--- src/rtl/alu_pkg.sv ---
// alu_pkg: shared types for the execute-stage ALU and the sequential multiplier.
// Operation select encodings, output mux selects and multiplier FSM states.
package alu_pkg;

   typedef enum logic [4:0] {
      C_ADD_U,
      C_SUB_U,
      C_AND,
      C_OR,
      C_XOR,
      C_SLL,
      C_SRL,
      C_SRA,
      C_SLT,
      C_SLT_U,
      C_PASS_A,
      C_PASS_B,
      C_MULT,
      C_MULT_U,
      C_BEQ,
      C_BNE,
      C_BLEZ,
      C_BGTZ,
      C_BLTZ,
      C_BGEZ
   } alu_sel_t;

   localparam logic [1:0] SEL_ALU_OUT = 2'd0;
   localparam logic [1:0] SEL_LO      = 2'd1;
   localparam logic [1:0] SEL_HI      = 2'd2;

   typedef enum logic [1:0] {
      IDLE,
      RUN,
      DONE
   } mul_state_t;

endpackage

--- src/rtl/alu_exec_mult_seq.sv ---
// mult_seq: iterative shift-add multiplier, one partial product per cycle.
// Signed operands are multiplied as magnitudes and the product negated at DONE.
module mult_seq
   import alu_pkg::*;
#(
   parameter int WIDTH = 32
) (
   input  logic               clk,
   input  logic               rst,
   input  logic               start,
   input  logic               is_signed,
   input  logic [WIDTH-1:0]   a,
   input  logic [WIDTH-1:0]   b,
   output logic               busy,
   output logic               done,
   output logic [2*WIDTH-1:0] product
);

   localparam int CW = $clog2(WIDTH);

   mul_state_t         state;
   logic [CW-1:0]      cnt;
   logic [WIDTH-1:0]   ma;
   logic [WIDTH-1:0]   mb;
   logic               neg;
   logic [2*WIDTH-1:0] acc;
   logic [WIDTH-1:0]   addend;
   logic [WIDTH:0]     sum;

   assign addend = mb[0] ? ma : '0;
   assign sum    = {1'b0, acc[2*WIDTH-1:WIDTH]} + {1'b0, addend};

   always_ff @(posedge clk or negedge rst) begin
      if (!rst) begin
         state <= IDLE;
         cnt   <= '0;
         ma    <= '0;
         mb    <= '0;
         neg   <= 1'b0;
         acc   <= '0;
      end else begin
         unique case (state)
            IDLE: begin
               if (start) begin
                  ma    <= (is_signed && a[WIDTH-1]) ? -a : a;
                  mb    <= (is_signed && b[WIDTH-1]) ? -b : b;
                  neg   <= is_signed && (a[WIDTH-1] ^ b[WIDTH-1]);
                  acc   <= '0;
                  cnt   <= CW'(WIDTH - 1);
                  state <= RUN;
               end
            end
            RUN: begin
               // Right-shifting accumulator: carry-out of the high half enters at the top.
               acc <= {sum, acc[WIDTH-1:1]};
               mb  <= mb >> 1;
               cnt <= cnt - 1'b1;
               if (cnt == '0) state <= DONE;
            end
            DONE: state <= IDLE;
            default: state <= IDLE;
         endcase
      end
   end

   assign busy    = (state != IDLE);
   assign done    = (state == DONE);
   assign product = neg ? -acc : acc;

endmodule

--- src/rtl/alu_exec.sv ---
// alu_exec: execute stage with combinational ALU, branch compare,
// ALU_OUT/HI/LO registers and the registered-source output mux.
module alu_exec
   import alu_pkg::*;
#(
   parameter int WIDTH = 32
) (
   input  logic             clk,
   input  logic             rst,
   input  logic             en,
   input  alu_sel_t         opsel,
   input  logic [WIDTH-1:0] in0,
   input  logic [WIDTH-1:0] in1,
   input  logic [4:0]       shamt,
   input  logic             hi_en,
   input  logic             lo_en,
   input  logic [1:0]       alu_lo_hi,
   output logic [WIDTH-1:0] result,
   output logic             branch_taken,
   output logic [WIDTH-1:0] alu_mux_out,
   output logic             busy,
   output logic             done
);

   logic [WIDTH-1:0]   alu_q;
   logic [WIDTH-1:0]   hi_q;
   logic [WIDTH-1:0]   lo_q;
   logic [2*WIDTH-1:0] product;
   logic               mul_start;
   logic               mul_signed;
   logic               a_neg;
   logic               a_zero;

   assign a_neg  = in0[WIDTH-1];
   assign a_zero = (in0 == '0);

   always_comb begin
      result = '0;
      unique case (opsel)
         C_ADD_U:  result = in0 + in1;
         C_SUB_U:  result = in0 - in1;
         C_AND:    result = in0 & in1;
         C_OR:     result = in0 | in1;
         C_XOR:    result = in0 ^ in1;
         C_SLL:    result = in1 << shamt;
         C_SRL:    result = in1 >> shamt;
         C_SRA:    result = WIDTH'($signed(in1) >>> shamt);
         C_SLT:    result = {{(WIDTH-1){1'b0}}, ($signed(in0) < $signed(in1))};
         C_SLT_U:  result = {{(WIDTH-1){1'b0}}, (in0 < in1)};
         C_PASS_A: result = in0;
         C_PASS_B: result = in1;
         default:  result = '0;
      endcase
   end

   always_comb begin
      branch_taken = 1'b0;
      unique case (opsel)
         C_BEQ:   branch_taken = (in0 == in1);
         C_BNE:   branch_taken = (in0 != in1);
         C_BLEZ:  branch_taken = a_neg || a_zero;
         C_BGTZ:  branch_taken = !a_neg && !a_zero;
         C_BLTZ:  branch_taken = a_neg;
         C_BGEZ:  branch_taken = !a_neg;
         default: branch_taken = 1'b0;
      endcase
   end

   // The multiplier only honours start while idle, so requests during busy drop.
   assign mul_signed = (opsel == C_MULT);
   assign mul_start  = en && ((opsel == C_MULT) || (opsel == C_MULT_U));

   mult_seq #(
      .WIDTH(WIDTH)
   ) u_mult (
      .clk      (clk),
      .rst      (rst),
      .start    (mul_start),
      .is_signed(mul_signed),
      .a        (in0),
      .b        (in1),
      .busy     (busy),
      .done     (done),
      .product  (product)
   );

   always_ff @(posedge clk or negedge rst) begin
      if (!rst) begin
         alu_q <= '0;
         hi_q  <= '0;
         lo_q  <= '0;
      end else begin
         if (en) alu_q <= result;
         if (done && hi_en) hi_q <= product[2*WIDTH-1:WIDTH];
         if (done && lo_en) lo_q <= product[WIDTH-1:0];
      end
   end

   always_comb begin
      alu_mux_out = alu_q;
      unique case (alu_lo_hi)
         SEL_LO:  alu_mux_out = lo_q;
         SEL_HI:  alu_mux_out = hi_q;
         default: alu_mux_out = alu_q;
      endcase
   end

endmodule

--- config.mk ---
export PLATFORM = sky130hd
export DESIGN_NAME = alu_exec
export DESIGN_NICKNAME = d
export VERILOG_FILES = /design/src/rtl/alu_pkg.sv /design/src/rtl/alu_exec_mult_seq.sv /design/src/rtl/alu_exec.sv
export SDC_FILE = /design/constraint.sdc
export NUM_CORES = 1
export LEC_CHECK = 0
export CORE_UTILIZATION = 45
export CTS_BUF_LIST = sky130_fd_sc_hd__clkbuf_8 sky130_fd_sc_hd__clkbuf_16
export CTS_CLUSTER_SIZE = 8
export DETAILED_ROUTE_END_ITERATION = 8
export PLACE_DENSITY = 0.72
export SKIP_LAST_GASP = 1
export SLEW_MARGIN = 40
export SYNTH_ARGS = -nofsm -noshare
export SYNTH_HDL_FRONTEND = slang
export SYNTH_SLANG_ARGS = --single-unit
--- constraint.sdc ---
create_clock -name clk -period 4.41 [get_ports clk]
set_clock_uncertainty 0.15 [all_clocks]
set_input_delay 0.441 -clock clk [delete_from_list [all_inputs] [get_ports clk]]
set_output_delay 0.441 -clock clk [all_outputs]
set_load 0.02 [all_outputs]
==> flow_summary.ini, run 1 <==
[place]
place_congestion = 1.05
io_buffers = 147
dp_cells = 4060
dp_hpwl_mm = 88.1

[clocking]
cts_buffers = 35
clock_latency_ns = 0.54
ctsHtreeMaxLevel = 2
cts.sinks = 232
clkSlewWorstSetupHoldPaths_ns = 0.05
cts_root_buffer = clkbuf_16
cts_buffer_depth = 3
cts_tree = yes

[floorplanning]
dieHeight_um = 225
dieArea_um2 = 50700
core-area_um2 = 49100
row_count = 81
die_x_um = 225
start_util = 0.456
ioPinCount = 148

[layout]
synthToLayoutAreaGrowth_pct = 34.8
final_cells = 4115
drive_above_1_share = 0.250
fin_nets = 3672

[pwr]
ir_drop_mv = 0.314
leakage_nw = 13.7
power_w = 0.0109
cellPowerDensity_nw_per_um2 = 361

[sta]
hold_viol = 0
post-route-min-period_ns = 4.47
slew_violations = 0
rsz0062_at_grt = true
period_share = 1.01
setup_slack_ns = -0.0597
relSlewSlack = 0.398
worst_pin_slew_ns = 0.903
setup_violations = 3
fmax_mhz = 224

[route]
wl_per_cell_um = 26.9
vias_per_cell = 6.33
drt_pass1_iterations = 6
first_iter_violations = 2977
num_vias = 26043
drc = 0
wirelength_mm = 111
antenna_left = 0

[logic_synthesis]
synth_seq_area_share = 0.259
synthCells = 2882
synth_enable_flop_cells = 0
postSynth.asyncResetShare = 1.00
synth_nets = 3108
yosys_warnings = 0
syn_area_um2 = 22400
synth_top_flop_cell = dfrtp_1
avgSynthCellArea_um2 = 7.77
synth_cell_types = 79
yosys_register_bits = 232

[setup_path]
slowest_stage = a221o_1
critPathTopFamily = compound AO/OA/AOI/OAI gates
worst-path-buf-inv = 5
arrival_ns = 3.88
path_class = input port to output port
crit_chain = dlygate4sd2_1 -> inv_1 -> ha_2 -> buf_4 -> a221oi_4 -> and2_4 -> o211ai_1 -> a221o_1 -> o41ai_2 -> buf_4 -> nand2_1 -> mux2_2 -> a211o_4 -> buf_2
cp_common_cell = buf_4
max_stage_delay_ns = 0.41
critPathLaunchType = input port
path_max_fanout = 4
worstSetupEndpointType = output port
required_ns = 3.82

[global_route]
gr-usage-all-layers = 0.430
antenna_found_initial = 1
grt_pass1_vias = 25064
grt_overflow = 0
grt_start_max_net_pins = 100
grt_pass1_wl_mm = 162

[min_path]
min_path_type = input port to flip-flop

[run_status]
violations = setup timing
status = finished with violations

[run]
maxCapViolCount = 0
kinds of logic after synthesis:
| logic type | count (synthesis) | share of synthesized area |
|---|---|---|
| xor gates and xnor gates | 174 | 0.0681 |
| AOI/OAI and AO/OA | 990 | 0.282 |
| buffers and inverters | 341 | 0.0577 |
| and+or+nand+nor | 871 | 0.177 |
| DFF | 232 | 0.259 |
| muxes | 129 | 0.0742 |
| adders and majority gates | 145 | 0.0820 |
where the power goes:
| part | switching (W) | internal [W] |
|---|---|---|
| Sequential | 0.000654 | 0.00265 |
| Combinational | 0.00303 | 0.00207 |
| Clock | 0.000973 | 0.00152 |
| Total | 0.00465 | 0.00624 |
worst min-delay path, stage by stage:
cell and delay [ns]:
dlymetal6s2s_1 0.14, buf_4 0.17, nand2_1 0.06, a31oi_1 0.07
sequential cells by signal, indices dropped and copies added, names as in the netlist:
signal,cells
hi_q,32
u_mult.state,2
u_mult.cnt,5
u_mult.ma,32
u_mult.mb,32
alu_q,32
lo_q,32
u_mult.acc,64
u_mult.neg,1
per-stage QoR:
stage / instance area, um^2 / hold WS [ns] / setup slack [ns] / setup TNS (ns) / utilization
after floorplan: 22400 / -0.00459 / 0.00110 / 0 / -
after global placement: 28500 / 0.296 / -1.10 / -20.83 / 0.580
after detailed placement: 28500 / 0.315 / -1.16 / -21.42 / 0.581
after CTS: 29800 / 0.326 / -0.133 / -0.463 / 0.608
after global routing: 30200 / 0.268 / -0.105 / -0.426 / 0.615
final: 30200 / 0.234 / -0.0597 / -0.139 / 0.615
per-layer routing:
metal / share of wire / wire length (um) / global-route usage / vias to the layer above
met4: 0.082 / 9060 / 0.293 / 0
li1: - / - / - / 11571
met5: 0 / 0 / 0 / -
met3: 0.090 / 10000 / 0.0913 / 357
met1: 0.39 / 43000 / 0.533 / 12668
met2: 0.44 / 48900 / 0.671 / 1447
layout make-up:
type                    count  area (um^2)
flip-flops and latches    232         5810
clock inverters             5         96.3
inverters                 118          443
fillers                  4493        18900
multi-input cells        2309        16000
well taps                 664          831
clock buffers              35          876
diodes                      2         5.00
repair buffers            750         6130
synthesized netlist by cell type, types with 21 or more instances:
library cell  count  share of area
mux4_2           26          0.026
nor2_1          199          0.033
nor3_1           35         0.0078
mux2i_1          67          0.030
o31ai_1          41          0.014
nand2_1         392          0.066
and2_1           42          0.012
clkbuf_1        198          0.033
dfrtp_1         232           0.26
xnor2_1          98          0.038
o21ai_0         385          0.086
a21o_1           34          0.011
o21bai_1         24         0.0080
o41ai_1          21         0.0082
a31oi_1          30         0.0084
o211ai_1         34          0.011
a21oi_1         143          0.032
a22oi_1          80          0.027
a221oi_1         28          0.011
inv_1           115          0.019
xor2_1           76          0.030
a211oi_1         27         0.0091
ha_1            142          0.079
nand3_1          54          0.012
nand2b_1         22         0.0061
mux2_2           36          0.018
cells in the final DEF, fill, tap and decap left out, types with 31 or more instances in the layout:
cell type,synthesis,layout
inv_1,115,106
a21o_1,34,33
clkbuf_16,0,35
and2_1,42,41
nand3_1,54,53
dfrtp_1,232,231
nor2_1,199,191
nand2_1,392,388
ha_1,142,124
xnor2_1,98,96
buf_4,0,588
a22oi_1,80,79
o21ai_0,385,373
o211ai_1,34,34
xor2_1,76,75
nor3_1,35,31
a21oi_1,143,137
mux2_2,36,36
o31ai_1,41,40
mux2i_1,67,67
clkdlybuf4s50_1,0,95
path summary, 6_finish.rpt:
check	from	end	slack, ns	cells past startpoint
worst max-delay path	in1[3]	result[17]	-0.06	14
worst min-delay path	in0[1]	u_mult.ma[1]	0.23	4
worst max register to register	u_mult.acc[28]	hi_q[18]	0.17	9
worst min register to register	u_mult.ma[19]	u_mult.ma[19]	0.32	2
max in group asynchronous	rst	u_mult.acc[50]	2.65	3
min in group asynchronous	rst	u_mult.acc[3]	0.38	2
timing repair:
| item | in CTS | in global routing |
|---|---|---|
| setup endpoints to repair | 30 | 30 |
| hold buffers | 1 | 0 |
| endpoints found under the hold margin | 95 | 0 |
| resized for setup | 168 | 89 |
| cloned | 0 | 0 |
| pin swaps | 35 | 37 |
| setup buffers | 10 | 5 |
(Power assumes the default switching activity.)
==> run 2, diff against run 1 <==
Settings changed: CORE_MARGIN set to 2, MAX_ROUTING_LAYER set to met4.
==> flow_summary.ini, run 2 (synthesized netlist as in run 1, its figures left out) <==
[place]
place_congestion = 1.09
dp_hpwl_mm = 89.6
dp_cells = 4062
dpl-instance-area_um2 = 28500
io_buffers = 147

[pwr]
cellPowerDensity_nw_per_um2 = 361
leakage_nw = 13.7
power_w = 0.0109
ir_drop_mv = 0.294

[sta]
period_share = 1.03
slew_violations = 0
setup_slack_ns = -0.111
relSlewSlack = 0.410
rsz0062_at_grt = true
post-route-min-period_ns = 4.52
fmax_mhz = 221
setup_violations = 5
worst_pin_slew_ns = 0.884
hold_viol = 0

[floorplanning]
dieHeight_um = 227
die_x_um = 227
row_count = 81
dieArea_um2 = 51600
core-area_um2 = 49100
start_util = 0.456
ioPinCount = 148

[setup_path]
rr_startpoint = u_mult.acc[29]
worstSetupEndpointType = output port
critPathLaunchType = input port
slowest_stage = a2111oi_4
required_ns = 3.82
path_class = input port to output port
critPathTopFamily = compound AO/OA/AOI/OAI gates
rr_worst_depth = 9
cp-startpoint = in1[4]
crit_chain = dlygate4sd2_1 -> inv_1 -> ha_4 -> buf_6 -> inv_1 -> buf_4 -> a221oi_4 -> buf_4 -> a2111oi_4 -> a2111oi_4 -> a211o_4 -> nand3_4 -> a2111oi_4 -> o32ai_2 -> mux2i_1 -> nand2_1 -> buf_4
worst-path-buf-inv = 7
path_max_fanout = 3
max_stage_delay_ns = 0.39
r2r_end = hi_q[21]
rrSetupSlack_ns = 0.09
arrival_ns = 3.93

[route]
vias_per_cell = 6.35
num_vias = 26233
first_iter_violations = 3196
wirelength_mm = 112
drt_pass1_iterations = 8
wl_per_cell_um = 27.1
antenna_left = 0
drc = 0

[run_status]
violations = setup timing
status = finished with violations

[global_route]
antenna_found_initial = 4
grt_start_max_net_pins = 98
gr-usage-all-layers = 0.445
grt_pass1_vias = 25254
grt_pass1_wl_mm = 164
grt_overflow = 0

[layout]
design_area_um2 = 30200
fin_nets = 3684
largest_reg_flops = 64
final_cell_mix = buf_4, nand2_1, o21ai_0
drive_above_1_share = 0.251
regMostFlops = u_mult.acc
final_cells = 4131
synthToLayoutAreaGrowth_pct = 34.9
layout_commonest_cell = buf_4
fillers = 4422

[clocking]
cts.sinks = 232
cts_tree = yes
ctsHtreeMaxLevel = 2
clock_latency_ns = 0.57
cts_buffers = 35
cts_root_buffer = clkbuf_16
cts_buffer_depth = 3
clkSlewWorstSetupHoldPaths_ns = 0.05

[min_path]
min_path_type = input port to asynchronous set/reset pin

[run]
maxCapViolCount = 0
[run 2: cell count changes in the layout (fill, tap and decap cells not counted), moves of 3 or more]
cell	delta
o21ai_0	-3
dlygate4sd2_1	+4
clkdlybuf4s15_2	-4
nor3_1	+3
dlymetal6s2s_1	-3
buf_4	+12
ha_4	-3
ha_1	+3
[run 2: area by class of cell]
class | instances | area, um^2 | area share
Clock inverter | 6 | 93.8 | 0.00311
Multi-Input combinational cell | 2309 | 15900 | 0.527
Tap cell | 664 | 831 | 0.0275
Timing Repair Buffer | 762 | 6210 | 0.206
Clock buffer | 36 | 890 | 0.0295
Sequential cell | 232 | 5810 | 0.192
Antenna cell | 4 | 10.0 | 0.000331
Inverter | 118 | 445 | 0.0147
[run 2: layer usage]
| metal | up-vias | track usage | share of wire |
|---|---|---|---|
| li1 | 11594 | - | - |
| met1 | 12631 | 0.542 | 0.39 |
| met2 | 1583 | 0.665 | 0.43 |
| met3 | 425 | 0.0898 | 0.092 |
| met4 | 0 | 0.301 | 0.083 |
| met5 | - | - | 0 |
[run 2: worst max path at each step]
stage,to,slack [ns],cells past startpoint
after floorplan,result[28],0.001,14
after global placement,result[28],-1.12,18
after detailed placement,result[28],-1.16,18
after CTS,result[31],0.0001,13
after global routing,result[17],-0.14,14
final,result[29],-0.11,17
[run 2: per-stage QoR]
step	utilization	setup WS [ns]	hold WS [ns]	setup TNS (ns)
CTS	0.612	0.000134	0.257	0
global route	0.616	-0.138	0.286	-0.839
detailed placement	0.581	-1.16	0.244	-25.02
global placement	0.580	-1.12	0.297	-22.30
finish	0.616	-0.111	0.249	-0.251
floorplan	-	0.00110	-0.00459	0
[run 2: repair_timing]
action	4_1_cts	5_1_grt
pin swaps	36	15
setup endpoints to repair	31	28
hold buffers	1	0
hold endpoints to repair	49	0
resized for setup	188	56
setup buffers	20	4
[run 2: worst reg2reg max path, cell delays in order (launching register included)]
cell,delay [ns]
dfrtp_1,0.45
or4_4,0.61
or4_1,0.46
or2_4,0.27
or4_4,0.43
or3_4,0.40
or3_1,0.48
o41ai_1,0.37
xor2_1,0.41
o21ai_0,0.13
[run 2: where the power goes]
part	switching (W)	internal (W)	leakage, nW
logic	0.00309	0.00207	10.3
registers	0.000646	0.00265	2.96
clock network	0.00102	0.00145	0.484
total	0.00475	0.00616	13.7
